## config.mk

```make
export PLATFORM = sky130hd
export DESIGN_NAME = sgf_round_norm
export DESIGN_NICKNAME = d
export VERILOG_FILES = /design/src/rtl/sgf_round_norm.sv
export SDC_FILE = /design/constraint.sdc
export NUM_CORES = 1
export LEC_CHECK = 0
export ABC_CLOCK_PERIOD_IN_PS = 7390
export BUFFER_PORTS_ARGS = -buffer_cell sky130_fd_sc_hd__buf_4
export CORE_ASPECT_RATIO = 0.6
export CORE_MARGIN = 2
export CORE_UTILIZATION = 23
export DETAILED_ROUTE_END_ITERATION = 8
export GPL_TIMING_DRIVEN = 0
export PLACE_DENSITY = 0.43
export SLEW_MARGIN = 5
export SYNTH_ARGS = -nofsm -noshare
export SYNTH_HDL_FRONTEND = slang
export SYNTH_SLANG_ARGS = --single-unit
```

## constraint.sdc

```tcl
create_clock -name clk -period 7.39 [get_ports clk]
set_input_delay 1.478 -clock clk [delete_from_list [all_inputs] [get_ports clk]]
set_output_delay 1.478 -clock clk [all_outputs]
set_load 0.1 [all_outputs]
```

## src/rtl/sgf_round_norm.sv

```systemverilog
// sgf_round_norm: normalize-and-round stage behind the significand multiplier.
// Takes the 2*SW-bit raw product, reduces it to SW bits with the hidden bit at
// the MSB, applies the selected IEEE-754 rounding mode and reports the exponent
// increment plus inexact/zero status under a start/done/ack handshake.
module sgf_round_norm #(
  parameter int SW = 24
) (
  input  logic            clk,
  input  logic            rst,
  input  logic            start_i,
  input  logic            ack_i,
  input  logic [2*SW-1:0] product_i,
  input  logic            sign_i,
  input  logic [1:0]      r_mode_i,
  output logic            ready_o,
  output logic            done_o,
  output logic [SW-1:0]   sgf_o,
  output logic [1:0]      exp_adj_o,
  output logic            inexact_o,
  output logic            zero_o
);

  typedef enum logic [1:0] {
    S_IDLE,
    S_NORM,
    S_ROUND,
    S_DONE
  } state_t;

  localparam logic [1:0] RM_RNE  = 2'b00;
  localparam logic [1:0] RM_RZ   = 2'b01;
  localparam logic [1:0] RM_PINF = 2'b10;
  localparam logic [1:0] RM_NINF = 2'b11;

  state_t          r_state;

  // Operands captured in IDLE
  logic [2*SW-1:0] r_prod;
  logic            r_sign;
  logic [1:0]      r_mode;

  // Normalization outcome captured in NORM
  logic [SW-1:0]   r_m;
  logic            r_g;
  logic            r_s;
  logic            r_e;
  logic            r_z;

  // Result registers, only updated on the ROUND->DONE edge
  logic [SW-1:0]   r_sgf;
  logic [1:0]      r_exp_adj;
  logic            r_inexact;
  logic            r_zero;

  logic [SW-1:0]   w_m;
  logic            w_g;
  logic            w_s;
  logic            w_e;
  logic            w_z;
  logic            w_u;
  logic [SW:0]     w_r;
  logic [SW-1:0]   w_sgf;
  logic [1:0]      w_exp_adj;
  logic            w_inexact;

  // Normalize: pick the SW-bit window under the leading one and split the rest into guard and sticky
  always_comb begin
    w_m = '0;
    w_g = 1'b0;
    w_s = 1'b0;
    w_e = 1'b0;
    if (r_prod[2*SW-1]) begin
      w_m = r_prod[2*SW-1:SW];
      w_g = r_prod[SW-1];
      w_s = |r_prod[SW-2:0];
      w_e = 1'b1;
    end else begin
      w_m = r_prod[2*SW-2:SW-1];
      w_g = r_prod[SW-2];
      w_s = |r_prod[SW-3:0];
      w_e = 1'b0;
    end
    w_z = (r_prod == '0);
  end

  // Round: decide the increment, add it one bit wider and fold a carry-out back into the exponent
  always_comb begin
    w_u = 1'b0;
    case (r_mode)
      RM_RNE:  w_u = r_g & (r_s | r_m[0]);
      RM_RZ:   w_u = 1'b0;
      RM_PINF: w_u = ~r_sign & (r_g | r_s);
      RM_NINF: w_u = r_sign & (r_g | r_s);
      default: w_u = 1'b0;
    endcase
    w_r       = {1'b0, r_m} + {{SW{1'b0}}, w_u};
    w_inexact = r_g | r_s;
    if (w_r[SW]) begin
      w_sgf     = {1'b1, {(SW-1){1'b0}}};
      w_exp_adj = {1'b0, r_e} + 2'd1;
    end else begin
      w_sgf     = w_r[SW-1:0];
      w_exp_adj = {1'b0, r_e};
    end
    if (r_z) begin
      w_sgf     = '0;
      w_exp_adj = 2'd0;
      w_inexact = 1'b0;
    end
  end

  // Control FSM with capture, normalization and result registers
  always_ff @(posedge clk) begin
    if (rst) begin
      r_state   <= S_IDLE;
      r_prod    <= '0;
      r_sign    <= 1'b0;
      r_mode    <= 2'b00;
      r_m       <= '0;
      r_g       <= 1'b0;
      r_s       <= 1'b0;
      r_e       <= 1'b0;
      r_z       <= 1'b0;
      r_sgf     <= '0;
      r_exp_adj <= 2'd0;
      r_inexact <= 1'b0;
      r_zero    <= 1'b0;
    end else begin
      case (r_state)
        S_IDLE: begin
          if (start_i) begin
            r_prod  <= product_i;
            r_sign  <= sign_i;
            r_mode  <= r_mode_i;
            r_state <= S_NORM;
          end
        end
        S_NORM: begin
          r_m     <= w_m;
          r_g     <= w_g;
          r_s     <= w_s;
          r_e     <= w_e;
          r_z     <= w_z;
          r_state <= S_ROUND;
        end
        S_ROUND: begin
          r_sgf     <= w_sgf;
          r_exp_adj <= w_exp_adj;
          r_inexact <= w_inexact;
          r_zero    <= r_z;
          r_state   <= S_DONE;
        end
        S_DONE: begin
          if (ack_i) begin
            r_state <= S_IDLE;
          end
        end
        default: r_state <= S_IDLE;
      endcase
    end
  end

  assign ready_o   = (r_state == S_IDLE);
  assign done_o    = (r_state == S_DONE);
  assign sgf_o     = r_sgf;
  assign exp_adj_o = r_exp_adj;
  assign inexact_o = r_inexact;
  assign zero_o    = r_zero;

endmodule

```

==> impl_metrics.tcl, run 1 <==
set metrics [dict create \
    status "complete, no violations" \
    synth_area_um2 4667 \
    grt_pass1_vias 3987 \
    fin_crit_sh 0.4369 \
    cts_buffers 9 \
    place_inst 918 \
    pwr-share-clk 0.239 \
    critPathLaunch "r_mode[1]" \
    ir_drop_mv 0.1508 \
    grtUsageTotal 0.1308 \
    routed_via_density 4.571 \
    critPathKind "reg -> reg" \
    grt_overflow 0 \
    p_leak_nw 2.117 \
    drt-initial-drc-count 263 \
    total_power_mw 2.061 \
    numPortBuffers 83 \
    wl_um 13630 \
    hold-worst-slack_ns 0.4582 \
    antenna_left 0 \
    initial_utilization 0.2337 \
    clock_skew_ns 0.009504 \
    fmax_mhz 309.7 \
    yosysUniqueCellTypes 42 \
    synth_top_area_cell "dfxtp_1" \
    yosysMostFrequentCell "nand2_1" \
    ys_ff_latch 109 \
    grt_first_pass_wirelength_um 21800 \
    fill_cells 2130 \
    fp.coreArea_um2 19970 \
    ios 85 \
    dr_total_vias 4269 \
    drc 0 \
    cp-start-kind "flip-flop" \
    holdCritPathClass "reg -> reg" \
    yosysSeqAreaShare 0.4676 \
    cts.sink_count 109 \
    dp_slack_ns 4.130 \
    clk_pin_slew_worst_paths_ns 0.08 \
    synth_top_area_share 0.4676 \
    routedWlPerCell_um 14.59 \
    slew_violations 0 \
    layout.cells.non_filler 934 \
    synth_edf_count 0 \
    r2r-start "r_mode[1]" \
    synthArstFlopShare 0 \
    htreeDepth 3 \
    diodes 0 \
    postCtsSetupBuffers 0 \
    power_switching_uw 837.8 \
    antenna_found_initial 0 \
    num_rows 40 \
    clk_latency_ns 0.35 \
    ys.warnings.count 0 \
    setup-violations-final 0 \
    synthesis.nets 624 \
    finalSetupTns_ns 0 \
    seq_power_share 0.422 \
    gp_congestion 0.7894 \
    hold_viol_final 0 \
    root_buffer "clkbuf_16" \
    cts_tree "yes" \
    switching_share 0.4065 \
    tightest_slew_ns 0.7212 \
    nNetsFinal 718 \
    cts_max_path_buffers 2 \
    synth_area_leaders "dfxtp_1, nand2_1, a21oi_1" \
    drive_gt1_frac 0.1679 \
    ys.flop_type "dfxtp_1" \
    area_delta_synth_final_pct 27.05 \
    power.internal_mw 1.223 \
    min_from "r_prod[12]" \
    grt_max_degree 19 \
    timing.final.crit_period_ns 3.229 \
    cp.required_ns 7.61 \
    cts_resized 0 \
    dp.final_hpwl_um 10840 \
    firstDrtPassIters 4 \
    yosys-top-cells-count "nand2_1, dfxtp_1, a21oi_1" \
    slew_headroom 0.5192 \
    rsz0062_at_grt "no" \
    drv_cap 0 \
    combPwrFrac 0.340 \
    netlist_instances 562 \
    cp_max_fo 10 \
    fp.dieW_um 187.9 \
    worstPathArrival_ns 3.45 \
    hold_buffers 0 \
    die_area_um2 21480 \
    die_height_um 114.3 \
    postSynthAreaPerCell_um2 8.304 \
    end_kind "flip-flop" \
    power.density_nw_per_um2 347.6 \
    setup_slack_ns 4.161 \
]
-- power by group through the flow --
stage          logic, mW  clock network [mW]  registers [mW]
4_1_cts            0.707               0.510           0.869
6_report           0.700               0.492           0.869
5_1_grt            0.779               0.532           0.892
3_5_place_dp       0.705                   0           0.881
3_3_place_gp       0.694                   0           0.876
2_1_floorplan      0.448                   0           0.917
-- path summary, 6_finish.rpt --
kind / end / slack, ns / cells past startpoint
max: sgf_o[20] / 4.16 / 10
min: r_prod[12] / 0.46 / 2
max reg2reg: sgf_o[20] / 4.16 / 10
min reg2reg: r_prod[12] / 0.46 / 2
-- flip-flops by register name, indices dropped and copies added (netlist names) --
signal / flops
r_prod: 48
r_m: 24
sgf_o: 24
exp_adj_o: 2
r_mode: 2
r_state: 2
inexact_o: 1
r_e: 1
r_g: 1
r_s: 1
r_sign: 1
r_z: 1
zero_o: 1
-- kinds of logic after synthesis --
kind of cell,synth area share
flip-flops,0.4676
AND/OR/NAND/NOR,0.2220
multiplexers,0.06005
buffers and inverters,0.04156
XOR/XNOR,0.02440
adder cells (fa/ha/maj),0.01877
AO/OA/AOI/OAI,0.1657
-- layer usage --
| layer | global-route usage | vias up | routed length [um] |
|---|---|---|---|
| met3 | 0.03524 | 9 | 764 |
| met5 | 0 | - | 0 |
| met4 | 0.03150 | 0 | 113 |
| met1 | 0.1996 | 2025 | 7477 |
| met2 | 0.1785 | 89 | 5275 |
| li1 | - | 2146 | - |
-- cell usage in the layout, fill, tap and decap left out, types with 2 or more instances in the layout --
master	synthesis	layout
nand2_1	135	135
dfxtp_1	109	109
buf_4	0	83
a21oi_1	56	56
nor2_1	40	40
clkbuf_1	27	28
mux2i_1	28	28
a211oi_1	27	27
o21ai_0	22	22
nor4_1	13	13
inv_1	10	10
clkbuf_16	0	9
nand4_1	8	8
nand3_1	8	8
xnor2_1	7	7
ha_1	7	7
a22oi_1	6	6
xor2_1	6	6
nor3_1	6	6
buf_1	5	5
buf_2	4	4
nor2b_1	4	4
and4_1	3	3
or4_1	3	3
o31ai_1	3	3
o41a_1	3	3
o21a_1	2	2
nor3b_1	2	2
o31a_2	2	2
and2_1	2	2
inv_6	0	2
-- layout make-up --
class                      instances  area, um^2  share of cell area
multi-input combinational        405        2291              0.3864
sequential                       109        2182              0.3680
timing repair buffer              83       623.1              0.1051
tap                              273       341.6             0.05761
clock buffer                      10       229.0             0.03862
buffer                            38       156.4             0.02638
clock inverter                     6       68.82             0.01161
inverter                          10       37.54            0.006330
-- stage by stage --
step	utilization	area, um^2
after detailed placement	0.2820	5632
final	0.2969	5929
after floorplan	-	4667
after global routing	0.2969	5929
after CTS	0.2969	5929
after global placement	0.2820	5632
-- worst max-delay path, stage by stage, from the launching register on --
cell and delay, ns:
dfxtp_1 0.40, o21a_1 0.15, nor2_1 0.04, a211oi_1 0.28, ha_1 0.29, ha_1 0.31
inv_1 0.13, or4_4 0.58, o21ai_0 0.47, buf_2 0.34, a22oi_1 0.12
(Power assumes the default switching activity.)
==> run 2: changes to the inputs <==
- ABC_CLOCK_PERIOD_IN_PS: 7390 -> 3300
- clock period: 7.39 -> 3.3 ns (I/O delays scaled with it)
==> run 2 against run 1 <==
Combinational power increased by 120%. Largest cell class unchanged. Largest power group unchanged. Non-clock buffer count unchanged. Core utilization about the same. Clock power increased by 120%. Global-route usage unchanged.
==> impl_metrics.tcl, run 2 (same netlist as run 1, synthesis figures left out) <==
set metrics [dict create \
    cp.required_ns 3.52 \
    fp.dieW_um 187.9 \
    grtUsageTotal 0.1308 \
    drc 0 \
    dp.final_hpwl_um 10840 \
    root_buffer "clkbuf_16" \
    dr_total_vias 4266 \
    place_inst 918 \
    critPathKind "reg -> reg" \
    slew_violations 0 \
    ir_drop_mv 0.3371 \
    tightest_slew_ns 0.7212 \
    holdCritPathClass "reg -> reg" \
    clock_skew_ns 0.009496 \
    fp.coreArea_um2 19970 \
    setup-violations-final 0 \
    htreeDepth 3 \
    routed_via_density 4.567 \
    seq_power_share 0.422 \
    final_cell_mix "nand2_1, dfxtp_1, buf_4, a21oi_1, nor2_1" \
    cp_max_fo 10 \
    power.internal_mw 2.740 \
    firstDrtPassIters 4 \
    antenna_left 0 \
    cts_max_path_buffers 2 \
    wl_um 13620 \
    cp-start-kind "flip-flop" \
    rsz0062_at_grt "no" \
    numPortBuffers 83 \
    grt_overflow 0 \
    largest_reg_flops 48 \
    power_switching_mw 1.875 \
    cts_buffers 9 \
    power.density_nw_per_um2 777.9 \
    die_height_um 114.3 \
    grt_first_pass_wirelength_um 21800 \
    combPwrFrac 0.340 \
    diodes 0 \
    regMostFlops "r_prod" \
    final_common_cell "nand2_1" \
    worstPathArrival_ns 3.30 \
    initial_utilization 0.2337 \
    die_area_um2 21480 \
    nNetsFinal 718 \
    grt_pass1_vias 3987 \
    timing.final.crit_period_ns 3.079 \
    layout.cells.non_filler 934 \
    hold_buffers 0 \
    slew_headroom 0.5192 \
    area_delta_synth_final_pct 27.13 \
    fmax_mhz 324.8 \
    cts_tree "yes" \
    grt_max_degree 19 \
    finalSetupTns_ns 0 \
    pwr-share-clk 0.238 \
    p_leak_nw 2.117 \
    gp_congestion 0.7894 \
    routedWlPerCell_um 14.58 \
    drive_gt1_frac 0.1694 \
    hold-worst-slack_ns 0.4582 \
    hold_viol_final 0 \
    antenna_found_initial 0 \
    end_kind "flip-flop" \
    drt-initial-drc-count 252 \
    status "complete, no violations" \
    num_rows 40 \
    drv_cap 0 \
    ios 85 \
    cts.sink_count 109 \
    switching_share 0.4063 \
    clk_latency_ns 0.35 \
    clk_pin_slew_worst_paths_ns 0.08 \
    total_power_mw 4.615 \
    fin_crit_sh 0.9330 \
]
==> run 2: per-layer routing <==
metal  track usage  vias to the layer above  part of all wire
li1              -                     2144                 -
met1        0.1996                     2033              0.54
met2        0.1785                       80              0.39
met3       0.03524                        9             0.057
met4       0.03150                        0            0.0083
met5             0                        -                 0
==> run 2: final cells by class <==
type	instances	area (um^2)
fill	2130	14040
tap	273	341.6
timing repair buffer	83	623.1
buffer	38	156.4
clock inverter	6	68.82
inverter	10	37.54
multi-input combinational	405	2295
sequential	109	2182
clock buffer	10	229.0
==> run 2: final timing paths <==
check | start | end | slack, ns | depth (start not counted)
min reg2reg | r_prod[12] | r_prod[12] | 0.46 | 2
max reg2reg | r_mode[1] | exp_adj_o[0] | 0.22 | 12
max | r_mode[1] | exp_adj_o[0] | 0.22 | 12
min | r_prod[12] | r_prod[12] | 0.46 | 2
==> run 2: power groups by stage <==
stage          clock, mW  sequential [mW]  combinational [mW]
2_1_floorplan          0             2.05                1.00
3_3_place_gp           0             1.96                1.56
3_5_place_dp           0             1.97                1.58
4_1_cts             1.14             1.95                1.58
5_1_grt             1.19             2.00                1.75
6_report            1.10             1.95                1.57
==> run 2: worst max-delay path: stages, from the launching register on <==
cell and delay (ns):
dfxtp_1 0.40, o21a_1 0.15, nor2_1 0.04, a211oi_1 0.28
ha_1 0.29, ha_1 0.31, inv_1 0.13, or4_4 0.59
buf_6 0.17, nor2_1 0.16, ha_1 0.26, a21oi_1 0.13
nor2_1 0.05
==> run 2: per-stage QoR <==
stage	util	instance area, um^2	worst slack, ns
after global placement	0.2820	5632	0.08399
after detailed placement	0.2820	5632	0.04516
after floorplan	-	4667	0.8174
after global routing	0.2971	5933	0.03067
final	0.2971	5933	0.2211
after CTS	0.2969	5929	0.01061
==> run 2: timing repair <==
action	in CTS	in global routing
buffers inserted	0	0
resized for setup	0	2
endpoints found under the hold margin	0	0
endpoints found under the setup margin	0	20
